## src/rtl/vga_timing_compositor.sv

```systemverilog
// VGA raster timing generator with per-frame shadowed configuration and an
// N-layer fixed-priority compositor aligned to a fixed renderer latency.
module vga_timing_compositor #(
    parameter int unsigned CW          = 12,
    parameter int unsigned COLOR_W     = 8,
    parameter int unsigned NUM_LAYERS  = 4,
    parameter int unsigned PIPE_DELAY  = 2,
    // Shadow reset timing; defaults give 640x480@60.
    parameter int unsigned H_TOTAL_DEF = 799,
    parameter int unsigned H_SYNC_DEF  = 96,
    parameter int unsigned H_START_DEF = 144,
    parameter int unsigned H_END_DEF   = 784,
    parameter int unsigned V_TOTAL_DEF = 524,
    parameter int unsigned V_SYNC_DEF  = 2,
    parameter int unsigned V_START_DEF = 35,
    parameter int unsigned V_END_DEF   = 515
) (
    input  logic                               clk,
    input  logic                               reset_n,
    input  logic [CW-1:0]                      cfg_h_total,
    input  logic [CW-1:0]                      cfg_h_sync,
    input  logic [CW-1:0]                      cfg_h_start,
    input  logic [CW-1:0]                      cfg_h_end,
    input  logic [CW-1:0]                      cfg_v_total,
    input  logic [CW-1:0]                      cfg_v_sync,
    input  logic [CW-1:0]                      cfg_v_start,
    input  logic [CW-1:0]                      cfg_v_end,
    input  logic                               cfg_hs_pol,
    input  logic                               cfg_vs_pol,
    output logic [CW-1:0]                      pixel_x,
    output logic [CW-1:0]                      pixel_y,
    output logic                               pixel_valid,
    output logic                               sof,
    output logic                               vblank_start,
    output logic [15:0]                        frame_cnt,
    input  logic [NUM_LAYERS*3*COLOR_W-1:0]    layer_rgb,
    input  logic [NUM_LAYERS-1:0]              layer_valid,
    output logic                               vga_hs,
    output logic                               vga_vs,
    output logic                               vga_de,
    output logic [COLOR_W-1:0]                 vga_r,
    output logic [COLOR_W-1:0]                 vga_g,
    output logic [COLOR_W-1:0]                 vga_b
);

    localparam int unsigned PIX_W = 3 * COLOR_W;
    // Sideband bundle carried down the delay line.
    localparam int unsigned SB_W  = 5;
    localparam int unsigned SB_DE = 4;
    localparam int unsigned SB_HS = 3;
    localparam int unsigned SB_VS = 2;
    localparam int unsigned SB_HP = 1;
    localparam int unsigned SB_VP = 0;

    // Shadowed timing configuration
    logic [CW-1:0] h_total_q, h_sync_q, h_start_q, h_end_q;
    logic [CW-1:0] v_total_q, v_sync_q, v_start_q, v_end_q;
    logic          hs_pol_q, vs_pol_q;

    // Raster counters
    logic [CW-1:0] h_count_q, h_count_d;
    logic [CW-1:0] v_count_q, v_count_d;
    logic          line_end_c, frame_end_c;

    // Stage-0 registers
    logic [CW-1:0] pixel_x_q, pixel_x_d;
    logic [CW-1:0] pixel_y_q, pixel_y_d;
    logic          pixel_valid_q, pixel_valid_d;
    logic          sof_q, sof_d;
    logic          vblank_q, vblank_d;
    logic [15:0]   frame_cnt_q, frame_cnt_d;
    logic [SB_W-2:0] sb0_q, sb0_d;
    logic          h_act_c, v_act_c;

    // Sideband delay line and output stage
    logic [PIPE_DELAY-1:0][SB_W-1:0] sb_dly_q;
    logic [SB_W-1:0]                 sb_tail_c;
    logic [PIX_W-1:0]                sel_rgb_c;
    logic                            sel_found_c;
    logic                            vga_hs_q, vga_hs_d;
    logic                            vga_vs_q, vga_vs_d;
    logic                            vga_de_q, vga_de_d;
    logic [PIX_W-1:0]                rgb_q, rgb_d;

    // Shadow load at the last count of the frame, so a new setting starts cleanly
    always_ff @(posedge clk or negedge reset_n) begin
        if (!reset_n) begin
            h_total_q <= CW'(H_TOTAL_DEF);
            h_sync_q  <= CW'(H_SYNC_DEF);
            h_start_q <= CW'(H_START_DEF);
            h_end_q   <= CW'(H_END_DEF);
            v_total_q <= CW'(V_TOTAL_DEF);
            v_sync_q  <= CW'(V_SYNC_DEF);
            v_start_q <= CW'(V_START_DEF);
            v_end_q   <= CW'(V_END_DEF);
            hs_pol_q  <= 1'b0;
            vs_pol_q  <= 1'b0;
        end else if (frame_end_c) begin
            h_total_q <= cfg_h_total;
            h_sync_q  <= cfg_h_sync;
            h_start_q <= cfg_h_start;
            h_end_q   <= cfg_h_end;
            v_total_q <= cfg_v_total;
            v_sync_q  <= cfg_v_sync;
            v_start_q <= cfg_v_start;
            v_end_q   <= cfg_v_end;
            hs_pol_q  <= cfg_hs_pol;
            vs_pol_q  <= cfg_vs_pol;
        end
    end

    // Horizontal/vertical counter next state
    always_comb begin
        line_end_c  = (h_count_q == h_total_q);
        frame_end_c = line_end_c && (v_count_q == v_total_q);
        h_count_d   = h_count_q + CW'(1);
        v_count_d   = v_count_q;
        if (line_end_c) begin
            h_count_d = '0;
            v_count_d = (v_count_q == v_total_q) ? '0 : v_count_q + CW'(1);
        end
    end

    // Raster counter registers
    always_ff @(posedge clk or negedge reset_n) begin
        if (!reset_n) begin
            h_count_q <= '0;
            v_count_q <= '0;
        end else begin
            h_count_q <= h_count_d;
            v_count_q <= v_count_d;
        end
    end

    // Stage-0 decode of the counters
    always_comb begin
        h_act_c       = (h_count_q >= h_start_q) && (h_count_q < h_end_q);
        v_act_c       = (v_count_q >= v_start_q) && (v_count_q < v_end_q);
        pixel_valid_d = h_act_c && v_act_c;
        pixel_x_d     = pixel_valid_d ? h_count_q - h_start_q : '0;
        pixel_y_d     = pixel_valid_d ? v_count_q - v_start_q : '0;
        sof_d         = (h_count_q == '0) && (v_count_q == '0);
        vblank_d      = (h_count_q == '0) && (v_count_q == v_end_q);
        frame_cnt_d   = sof_d ? frame_cnt_q + 16'd1 : frame_cnt_q;
        // Sync activity travels with the polarity that was current for this count.
        sb0_d         = {h_count_q < h_sync_q, v_count_q < v_sync_q, hs_pol_q, vs_pol_q};
    end

    // Stage-0 registers
    always_ff @(posedge clk or negedge reset_n) begin
        if (!reset_n) begin
            pixel_x_q     <= '0;
            pixel_y_q     <= '0;
            pixel_valid_q <= 1'b0;
            sof_q         <= 1'b0;
            vblank_q      <= 1'b0;
            frame_cnt_q   <= '0;
            sb0_q         <= '0;
        end else begin
            pixel_x_q     <= pixel_x_d;
            pixel_y_q     <= pixel_y_d;
            pixel_valid_q <= pixel_valid_d;
            sof_q         <= sof_d;
            vblank_q      <= vblank_d;
            frame_cnt_q   <= frame_cnt_d;
            sb0_q         <= sb0_d;
        end
    end

    // Delay line matching the renderer latency
    always_ff @(posedge clk or negedge reset_n) begin
        if (!reset_n) begin
            sb_dly_q <= '0;
        end else begin
            sb_dly_q[0] <= {pixel_valid_q, sb0_q};
            for (int i = 1; i < PIPE_DELAY; i++) begin
                sb_dly_q[i] <= sb_dly_q[i-1];
            end
        end
    end

    // Priority select (lowest index wins) and sync level generation
    always_comb begin
        sb_tail_c   = sb_dly_q[PIPE_DELAY-1];
        sel_rgb_c   = '0;
        sel_found_c = 1'b0;
        for (int i = 0; i < NUM_LAYERS; i++) begin
            if (!sel_found_c && layer_valid[i]) begin
                sel_rgb_c   = layer_rgb[i*PIX_W +: PIX_W];
                sel_found_c = 1'b1;
            end
        end
        vga_de_d = sb_tail_c[SB_DE];
        vga_hs_d = sb_tail_c[SB_HS] ? sb_tail_c[SB_HP] : ~sb_tail_c[SB_HP];
        vga_vs_d = sb_tail_c[SB_VS] ? sb_tail_c[SB_VP] : ~sb_tail_c[SB_VP];
        rgb_d    = sb_tail_c[SB_DE] ? sel_rgb_c : '0;
    end

    // Output register
    always_ff @(posedge clk or negedge reset_n) begin
        if (!reset_n) begin
            vga_hs_q <= 1'b1;
            vga_vs_q <= 1'b1;
            vga_de_q <= 1'b0;
            rgb_q    <= '0;
        end else begin
            vga_hs_q <= vga_hs_d;
            vga_vs_q <= vga_vs_d;
            vga_de_q <= vga_de_d;
            rgb_q    <= rgb_d;
        end
    end

    assign pixel_x      = pixel_x_q;
    assign pixel_y      = pixel_y_q;
    assign pixel_valid  = pixel_valid_q;
    assign sof          = sof_q;
    assign vblank_start = vblank_q;
    assign frame_cnt    = frame_cnt_q;
    assign vga_hs       = vga_hs_q;
    assign vga_vs       = vga_vs_q;
    assign vga_de       = vga_de_q;
    assign vga_r        = rgb_q[PIX_W-1 -: COLOR_W];
    assign vga_g        = rgb_q[2*COLOR_W-1 -: COLOR_W];
    assign vga_b        = rgb_q[COLOR_W-1:0];

endmodule

```

## config.mk

```make
export PLATFORM = sky130hd
export DESIGN_NAME = vga_timing_compositor
export DESIGN_NICKNAME = d
export VERILOG_FILES = /design/src/rtl/vga_timing_compositor.sv
export SDC_FILE = /design/constraint.sdc
export NUM_CORES = 1
export LEC_CHECK = 0
export BUFFER_PORTS_ARGS = -buffer_cell sky130_fd_sc_hd__buf_2
export CORE_MARGIN = 2
export CORE_UTILIZATION = 40
export CTS_CLUSTER_DIAMETER = 30
export DETAILED_ROUTE_END_ITERATION = 8
export SLEW_MARGIN = 20
export SYNTH_ARGS = -nofsm -noshare
export SYNTH_HDL_FRONTEND = slang
export SYNTH_SLANG_ARGS = --single-unit
```

## constraint.sdc

```tcl
create_clock -name clk -period 3.05 [get_ports clk]
set_clock_uncertainty 0.05 [all_clocks]
set_input_delay 0.1525 -clock clk [delete_from_list [all_inputs] [get_ports clk]]
set_output_delay 0.1525 -clock clk [all_outputs]
set_load 0.02 [all_outputs]
```

==> results by group, run 1 <==
Power and ir drop
  • Clock power share: 51.0%
  • Flop pwr share: 33.6%
  • Net switching power: 2.359 mW
  • P per Cell Area: 590.0 nW/um^2
  • Internal power: 6.709 mW
  • Pwr Total: 9.068 mW
  • Switching share of power: 26.01%
  • Power share of the combinational group: 15.4%
  • Maximum vdd drop: 396.3 uV
  • P_leak: 7.495 nW

Detailed routing
  • Final WL: 30410 um
  • Antenna Nets Post-Route: 0
  • Via count: 9178
  • WL/cell: 16.38 um
  • DR iter-0 viols: 493
  • Post-route DRC: 0
  • TritonRoute pass-1 iters: 5
  • Vias per Instance: 4.942

Clocking
  • CTS Root Cell: clkbuf_16
  • Clock-pin transition on the worst setup and hold timing paths: 0.04 ns
  • CTS Buf Count: 45
  • Total setup buffers inserted after CTS: 0
  • Clock latency reported for the late side of the worst-skew pair: 0.53 ns
  • CTS tree: done
  • CTS Sinks: 206
  • H-tree depth: 2
  • Clock Tree Buf Depth: 3
  • Post-CTS sizing: 0

Yosys
  • Syn Inst Count: 1040
  • Syn avg cell area: 10.20 um^2
  • Syn Nets: 1316
  • Synth Area in Simple Gates: 13.52%
  • Top FF cell, synth: dfrtp_1
  • Multiplexer area fraction after synthesis: 3.691%
  • Synth Area in Compound Gates: 13.74%
  • Yosys reg bits: 206
  • EDFF count, synth: 0
  • Synthesized-area fraction occupied by adder cells: 9.103%
  • Seq/Total Area, Yosys: 48.89%
  • Synth unique cells: 61
  • Xor and xnor area share after synthesis: 5.860%
  • Synth top area share: 42.45%
  • Post-Syn Area: 10610 um^2
  • FFs w/ async S/R, synth: 100.0%
  • Largest cells by area after synthesis: dfrtp_1 (42%), ha_1 (8.7%), dfstp_2 (6.4%)
  • Largest family of logic cells by synthesized area: compound AO/OA/AOI/OAI gates
  • Post-synth top area cell: dfrtp_1
  • Top-count cell post-synth: dfrtp_1
  • Syn. warnings: 0
  • Most common library cells after synthesis: dfrtp_1 (180), nand2_1 (97), inv_1 (81), o21ai_0 (78), ha_1 (74)

Die
  • Ports: 270
  • Die W: 166.9 um
  • Die area: 27850 um^2
  • Initial Util: 40.72%
  • Std cell rows: 59
  • Core Region: 26060 um^2
  • Die Height: 166.9 um

Setup path
  • CP Class: register to register
  • Critical-path maximum fanout: 25
  • Critical path required time: 3.41 ns
  • Worst Path Arrival: 3.06 ns
  • Setup crit start kind: register
  • Worst Setup End Kind: register

Timing
  • Worst slew pin tran: 0.6871 ns
  • Period minus WS final: 2.702 ns
  • Max Slew Vio Count: 0
  • Setup Viol. Count Final: 0
  • Final Hold Vio Count: 0
  • Fin crit share: 88.58%
  • Setup TNS: 0 ns
  • Worst slew margin: 53.01%
  • Fmax: 370.1 MHz
  • RSZ-0062 raised after global routing: no

Global route
  • Vias in the first global route: 9343
  • Initial antenna violation count: 3
  • Largest net degree at the start of global routing: 63
  • First-pass GRT wire length: 48760 um
  • All-layer global routing usage: 21.79%
  • Total gr overflow: 0

Worst hold path
  • Worst hold path type: input port to register

Cells and area
  • Fillcell total: 2201
  • Fraction of layout cells with a size suffix above 1: 29.03%
  • Area Overhead vs Synth: 44.83%
  • Final core occ: 58.98%
  • Final nets: 1759
  • Final Non-Filler Cells: 1857

Placement
  • Post-Place Cells: 1623
  • DP HPWL: 21330 um
  • Gpl congestion: 0.8506
  • Port Buffers: 269

Run status
  • Outcome: finished clean

Job
  • Max cap viols: 0
-- flip-flops by register name (all words and copies together) (netlist names), 4 cells and up --
signal / flops
frame_cnt: 16
h_count_q: 12
h_end_q: 12
h_start_q: 12
h_sync_q: 12
h_total_q: 12
pixel_x: 12
pixel_y: 12
rgb_q: 24
sb0_q: 4
sb_dly_q: 5
sb_tail_c: 5
v_count_q: 12
v_end_q: 12
v_start_q: 12
v_sync_q: 12
v_total_q: 12
-- critical path, stage by stage (launching register included) --
cell	delay, ns
dfrtp_1	0.39
inv_1	0.14
ha_1	0.23
inv_1	0.07
fa_1	0.20
nand3_1	0.10
and2_4	0.17
a2111oi_4	0.28
nor3_1	0.08
or3_1	0.41
buf_12	0.18
nor4_2	0.28
-- power groups by stage --
| stage | Clock [mW] | Combinational, mW | Sequential (mW) |
|---|---|---|---|
| CTS | 4.71 | 1.40 | 3.05 |
| detailed placement | 0 | 1.23 | 3.08 |
| finish | 4.62 | 1.40 | 3.05 |
| floorplan | 0 | 0.762 | 3.07 |
| global route | 4.89 | 1.58 | 3.06 |
| global placement | 0 | 1.22 | 3.08 |
-- kinds of logic (layout without fill, tap and decap cells) --
| family | count (synthesis) | count (layout) |
|---|---|---|
| AND/OR/NAND/NOR | 290 | 290 |
| AO/OA/AOI/OAI | 235 | 235 |
| flip-flops | 206 | 206 |
| buffers and inverters | 127 | 606 |
| adder cells (fa/ha/maj) | 76 | 76 |
| XOR/XNOR | 71 | 71 |
| multiplexers | 35 | 35 |
| other | 0 | 3 |
-- through the flow --
stage | hold slack [ns] | setup slack, ns | cell area [um^2]
4_1_cts | 0.001518 | 0.3423 | 15360
5_1_grt | 0.03700 | 0.2252 | 15370
3_5_place_dp | 0.1143 | 0.3457 | 12390
6_report | 0.02306 | 0.3483 | 15370
3_3_place_gp | 0.1240 | 0.4710 | 12390
2_1_floorplan | -0.1931 | 0.5176 | 10610
-- placed cells by master, fill, tap and decap left out, types with 9 or more instances in the layout --
cell type      instances
xnor2_1               54
mux2_2                33
and3_1                16
o21ai_1               37
o21ai_0               78
dlygate4sd3_1        148
buf_2                268
ha_1                  74
clkbuf_8               9
a21o_1                10
inv_1                 81
a211oi_1               9
a22oi_1               47
nand2_1               97
clkinv_2              10
buf_4                 21
nor2_1                58
dfrtp_1              180
clkbuf_16             46
dfstp_2               26
nand3_1               24
a21oi_1               27
xor2_1                17
and2_1                26
nand4_1               23
-- routing by layer --
metal	vias to the layer above	wire [um]	global-route usage, %
met1	4296	12850	26.84
li1	4512	-	-
met3	74	2068	5.276
met2	296	14200	36.25
met4	0	1288	9.933
met5	-	0	0
-- area by class of cell --
type                       count  area, um^2  share of cell area, %
inverter                      81       304.0                  1.978
antenna                        3       7.507                0.04885
clock buffer                  60        1284                  8.353
timing repair buffer         442        3074                  20.00
tap                          335       419.2                  2.727
sequential                   206        5187                  33.75
multi-input combinational    707        4883                  31.78
clock inverter                23       209.0                  1.360
-- final timing paths --
path,startpoint,to,slack (ns),cells after the start
max,v_count_q[0],pixel_x[10],0.35,11
min,layer_rgb[69],rgb_q[21],0.02,4
max reg2reg,v_count_q[0],pixel_x[10],0.35,11
min reg2reg,sb_dly_q[4],sb_tail_c[4],0.29,0
max in group asynchronous,reset_n,v_sync_q[1],1.99,3
min in group asynchronous,reset_n,frame_cnt[2],0.13,2
-- timing repair --
action                                  in CTS  in global routing
hold buffers                               148                  0
endpoints found under the setup margin       0                  0
hold endpoints to repair                   179                  0
No activity file was read; power rests on OpenSTA's default activity.
==> inputs of run 2 (changes only) <==
- CORE_ASPECT_RATIO: unset -> 0.5
==> run 2 against run 1 <==
Against the previous run: clock power is 2% lower; register-to-register slack better by 0.07 ns; highest routed layer unchanged; largest cell class unchanged; sequential power shrank 2%; critical endpoint unchanged; first-iteration DRC count grew 0.81%; global-route usage increased by 1.2 points; cell count is 0.59% higher.
==> results by group, run 2 (synthesis gave the netlist of run 1 again) <==
Worst hold path
  • Hold Startpoint: layer_rgb[71]
  • Worst hold path type: input port to register

Global route
  • First-pass GRT wire length: 49960 um
  • All-layer global routing usage: 22.98%
  • Vias in the first global route: 9811
  • Initial antenna violation count: 4
  • Total gr overflow: 0
  • Largest net degree at the start of global routing: 84

Timing
  • Fmax: 379.5 MHz
  • Worst slew margin: 57.00%
  • Period minus WS final: 2.635 ns
  • RSZ-0062 raised after global routing: no
  • Fin crit share: 86.39%
  • Max Slew Vio Count: 0
  • Worst slew pin tran: 0.6450 ns
  • Final Hold Vio Count: 0
  • Setup Viol. Count Final: 0
  • Setup TNS: 0 ns

Cells and area
  • Fillcell total: 2235
  • Fraction of layout cells with a size suffix above 1: 28.44%
  • Final nets: 1761
  • Area Overhead vs Synth: 44.61%
  • Register area: 5187 um^2
  • Largest Register: rgb_q
  • Multi-input gate area: 4883 um^2
  • Most frequent cells in the layout: buf_2 (268), dfrtp_1 (180), dlygate4sd3_1 (152)
  • Flip-flop count of the largest register after layout: 24
  • Design Area, Final: 15340 um^2
  • Most common cell after layout, fill and taps aside: buf_2

Detailed routing
  • Vias per Instance: 5.028
  • Post-route DRC: 0
  • Final WL: 31880 um
  • TritonRoute pass-1 iters: 4
  • Antenna Nets Post-Route: 0
  • WL/cell: 17.07 um
  • DR iter-0 viols: 497
  • Via count: 9392

Clocking
  • Clock Tree Buf Depth: 3
  • CTS tree: done
  • Clock latency reported for the late side of the worst-skew pair: 0.52 ns
  • Clock-pin transition on the worst setup and hold timing paths: 0.06 ns
  • CTS Root Cell: clkbuf_16
  • CTS Buf Count: 37
  • Post-CTS sizing: 0
  • H-tree depth: 2
  • CTS Sinks: 206

Run status
  • Outcome: finished clean

Setup path
  • Setup crit start kind: register
  • Critical-path maximum fanout: 25
  • R2R Path Start: v_count_q[0]
  • Worst Path Arrival: 3.02 ns
  • Critical path required time: 3.43 ns
  • Worst Setup End Kind: register
  • CP Class: register to register
  • Critical Path Source: v_count_q[0]

Power and ir drop
  • Maximum vdd drop: 315.7 uV
  • P_leak: 7.475 nW
  • P per Cell Area: 590.5 nW/um^2

Die
  • Ports: 270
  • Die W: 234.3 um
  • Std cell rows: 42
  • Core Region: 26280 um^2
  • Initial Util: 40.39%
  • Die area: 27930 um^2
  • Die Height: 119.2 um

Placement
  • Gpl congestion: 0.8875
  • Placed cell area: 12450 um^2
  • DP HPWL: 21700 um
  • Port Buffers: 269

Job
  • Max cap viols: 0
-- run 2: worst paths after layout --
kind	end	slack, ns	depth (start not counted)
worst min-delay path	rgb_q[23]	0.02	4
worst max-delay path	pixel_x[10]	0.41	11
max in group asynchronous	h_sync_q[6]	1.84	3
worst min register to register	sb_tail_c[4]	0.29	0
worst max register to register	pixel_x[10]	0.41	11
min in group asynchronous	pixel_x[5]	0.14	2
-- run 2: worst max-delay path, stage by stage (launching register included) --
cell       delay [ns]
dfrtp_1          0.40
inv_1            0.09
ha_1             0.20
inv_1            0.07
fa_1             0.20
nand3_1          0.10
and2_4           0.17
a2111oi_4        0.27
nor3_1           0.12
or3_1            0.43
buf_12           0.18
nor4_2           0.26
-- run 2: metrics by stage --
stage | util, % | setup WS, ns | hold WS, ns | power, mW | cells
floorplan | - | 0.5176 | -0.1931 | 3.832 | 1040
global placement | 47.37 | 0.4511 | 0.1551 | 4.372 | 1645
detailed placement | 47.40 | 0.4103 | 0.1594 | 4.391 | 1646
CTS | 58.36 | 0.4013 | 0.003809 | 9.141 | 1864
global route | 58.40 | 0.2264 | 0.03673 | 9.489 | 1868
finish | 58.40 | 0.4150 | 0.02429 | 9.062 | 1868
-- run 2: final cells by class --
cell class / instances / area share, %
Sequential cell: 206 / 33.81
Clock inverter: 19 / 2.177
Inverter: 81 / 1.981
Clock buffer: 47 / 6.686
Timing Repair Buffer: 452 / 20.59
Tap cell: 352 / 2.870
Multi-Input combinational cell: 707 / 31.82
Antenna cell: 4 / 0.06523
-- run 2: power by group --
part	switching, mW	internal, mW
clock	1.46	3.08
sequential	0.102	2.89
combinational	0.793	0.737
total	2.36	6.70
-- run 2: timing repair --
action / CTS / global route
endpoints found under the hold margin: 192 / 0
hold buffers: 152 / 0
setup buffers: 0 / 0
-- run 2: routing by layer --
layer / vias to the layer above / global-route usage [%] / share of wire (%)
li1: 4497 / - / -
met1: 4534 / 26.98 / 41
met3: 84 / 5.005 / 5.6
met4: 0 / 10.89 / 3.8
met5: - / 0 / 0
met2: 277 / 40.04 / 50
==> inputs of run 3 (changes only) <==
==> constraint.sdc (replaced) <==
create_clock -name clk -period 3.05 [get_ports clk]
set_clock_uncertainty 0.05 [all_clocks]
set_input_delay 0.4575 -clock clk [delete_from_list [all_inputs] [get_ports clk]]
set_output_delay 0.4575 -clock clk [all_outputs]
set_load 0.02 [all_outputs]
==> run 3 against run 2 <==
Against the previous run: setup slack worse by 0.0041 ns; non-clock buffer count shrank 148; via count shrank 7.9%; first-iteration DRC count fell by 5.0%; cell count fell by 8.0%; flip-flop and latch count unchanged; wire length shrank 8.3%; hold slack gained 0.083 ns; utilization decreased by 6.1 points; critical path type unchanged; largest cell class unchanged.
==> results by group, run 3 (synthesis gave the netlist of run 1 again) <==
Cells and area
  • Register area: 5187 um^2
  • Most frequent cells in the layout: buf_2 (268), dfrtp_1 (180), nand2_1 (97)
  • Final Non-Filler Cells: 1718
  • Multi-input gate area: 4883 um^2
  • Fillcell total: 2409
  • Most common cell after layout, fill and taps aside: buf_2
  • Fraction of layout cells with a size suffix above 1: 31.94%
  • Area Overhead vs Synth: 29.54%
  • Flip-flop count of the largest register after layout: 24
  • Largest Register: rgb_q
  • Final nets: 1612

Setup path
  • Worst Setup End Kind: register
  • Worst Path Arrival: 3.00 ns
  • R2r setup slk: 0.41 ns
  • Critical path required time: 3.41 ns
  • R2R Path End: pixel_x[10]
  • Reg2Reg Depth: 11
  • Setup crit start kind: register
  • CP Class: register to register
  • R2R Path Start: v_count_q[0]
  • Critical-path maximum fanout: 25

Global route
  • All-layer global routing usage: 21.05%
  • Vias in the first global route: 8934
  • Initial antenna violation count: 4
  • Total gr overflow: 0
  • Largest net degree at the start of global routing: 82
  • First-pass GRT wire length: 45930 um

Detailed routing
  • Vias per Instance: 5.037
  • Final WL: 29250 um
  • Post-Route M1 WL: 12140 um
  • TritonRoute pass-1 iters: 5
  • WL/cell: 17.02 um
  • Post-route DRC: 0
  • DR iter-0 viols: 472
  • WL met3: 1945 um
  • Met2 WL: 14540 um
  • Via count: 8653
  • Max layer used: met4
  • Antenna Nets Post-Route: 0

Die
  • Die Height: 119.2 um
  • Ports: 270
  • Std cell rows: 42
  • Core Region: 26280 um^2
  • Die area: 27930 um^2
  • Initial Util: 40.39%
  • Die W: 234.3 um

Timing
  • Max Slew Vio Count: 0
  • Worst slew pin tran: 0.7187 ns
  • Setup TNS: 0 ns
  • Worst slew margin: 52.09%
  • Fin crit share: 86.53%
  • Final Hold Vio Count: 0
  • Period minus WS final: 2.639 ns
  • Fmax: 378.9 MHz
  • Setup Viol. Count Final: 0
  • RSZ-0062 raised after global routing: no

Clocking
  • H-tree depth: 2
  • Clock Tree Buf Depth: 3
  • Clock-pin transition on the worst setup and hold timing paths: 0.05 ns
  • CTS Sinks: 206
  • CTS tree: done
  • CTS Root Cell: clkbuf_16
  • Clock latency reported for the late side of the worst-skew pair: 0.50 ns
  • CTS Buf Count: 36
  • Total setup buffers inserted after CTS: 0

Power and ir drop
  • P per Cell Area: 608.7 nW/um^2
  • Pwr Total: 8.367 mW
  • Maximum vdd drop: 318.3 uV
  • P_leak: 6.818 nW

Worst hold path
  • Hold Path Depth: 3
  • Worst hold path type: input port to register
  • Hold Startpoint: cfg_h_sync[5]
  • Hold EP: h_sync_q[5]

Run status
  • Outcome: finished clean

Placement
  • Port Buffers: 269
  • Gpl congestion: 0.9120
  • DP HPWL: 21890 um
  • Post-Place Cells: 1649

Job
  • Max cap viols: 0
-- run 3: changes by cell type in the layout (fill, tap and decap cells not counted), moves of 2 or more --
cell,delta
clkbuf_1,-4
dlygate4sd3_1,-151
bufinv_16,-5
clkinv_4,+2
buf_12,+2
clkinvlp_4,+5
clkbuf_8,+2
clkbuf_16,-2
clkinv_2,+2
-- run 3: metrics by stage --
step	instance area, um^2	hold slack (ns)	utilization, %	worst slack, ns
floorplan	10610	0.1119	-	0.5176
global placement	12490	0.2842	47.55	0.4724
detailed placement	12510	0.2858	47.60	0.4432
CTS	13740	0.08929	52.28	0.4314
global route	13750	0.1061	52.31	0.2617
finish	13750	0.1072	52.31	0.4109
-- run 3: report_power, final --
group          leakage, nW  switching, mW  internal [mW]  total [mW]
logic                 3.68          0.756          0.608        1.36
clock network        0.586           1.43           2.59        4.02
registers             2.56         0.0979           2.89        2.98
total                 6.82           2.28           6.08        8.37
-- run 3: cell type report --
class / count / share of cell area, %
multi-input combinational: 707 / 35.53
clock buffer: 43 / 7.191
timing repair buffer: 304 / 12.39
clock inverter: 21 / 1.666
sequential: 206 / 37.74
tap: 352 / 3.204
inverter: 81 / 2.212
antenna: 4 / 0.07282
-- run 3: worst max-delay path by stage --
stage	slack, ns	endpoint	startpoint	cells after the start
6_report	0.41	pixel_x[10]	v_count_q[0]	11
5_1_grt	0.26	pixel_x[10]	v_count_q[0]	11
4_1_cts	0.43	pixel_x[10]	v_count_q[0]	11
3_5_place_dp	0.44	pixel_x[10]	v_count_q[0]	11
3_3_place_gp	0.47	pixel_x[11]	h_count_q[1]	8
2_1_floorplan	0.52	pixel_y[3]	h_count_q[0]	13
-- run 3: critical path, stage by stage (launching register included) --
cell and delay [ns]:
dfrtp_1 0.40, inv_1 0.09, ha_1 0.20, inv_1 0.07, fa_1 0.19, nand3_1 0.10
and2_4 0.17, a2111oi_4 0.28, nor3_1 0.13, or3_1 0.44, buf_12 0.19, nor4_2 0.26
-- run 3: per-layer routing --
layer,vias up,GRT usage (%)
met5,-,0
met4,0,6.132
met1,4174,25.80
li1,4209,-
met2,218,36.85
met3,52,5.005
-- run 3: what timing repair did --
action	CTS	global route
hold buffers	1	0
endpoints found under the hold margin	59	0
gates resized for setup	0	0
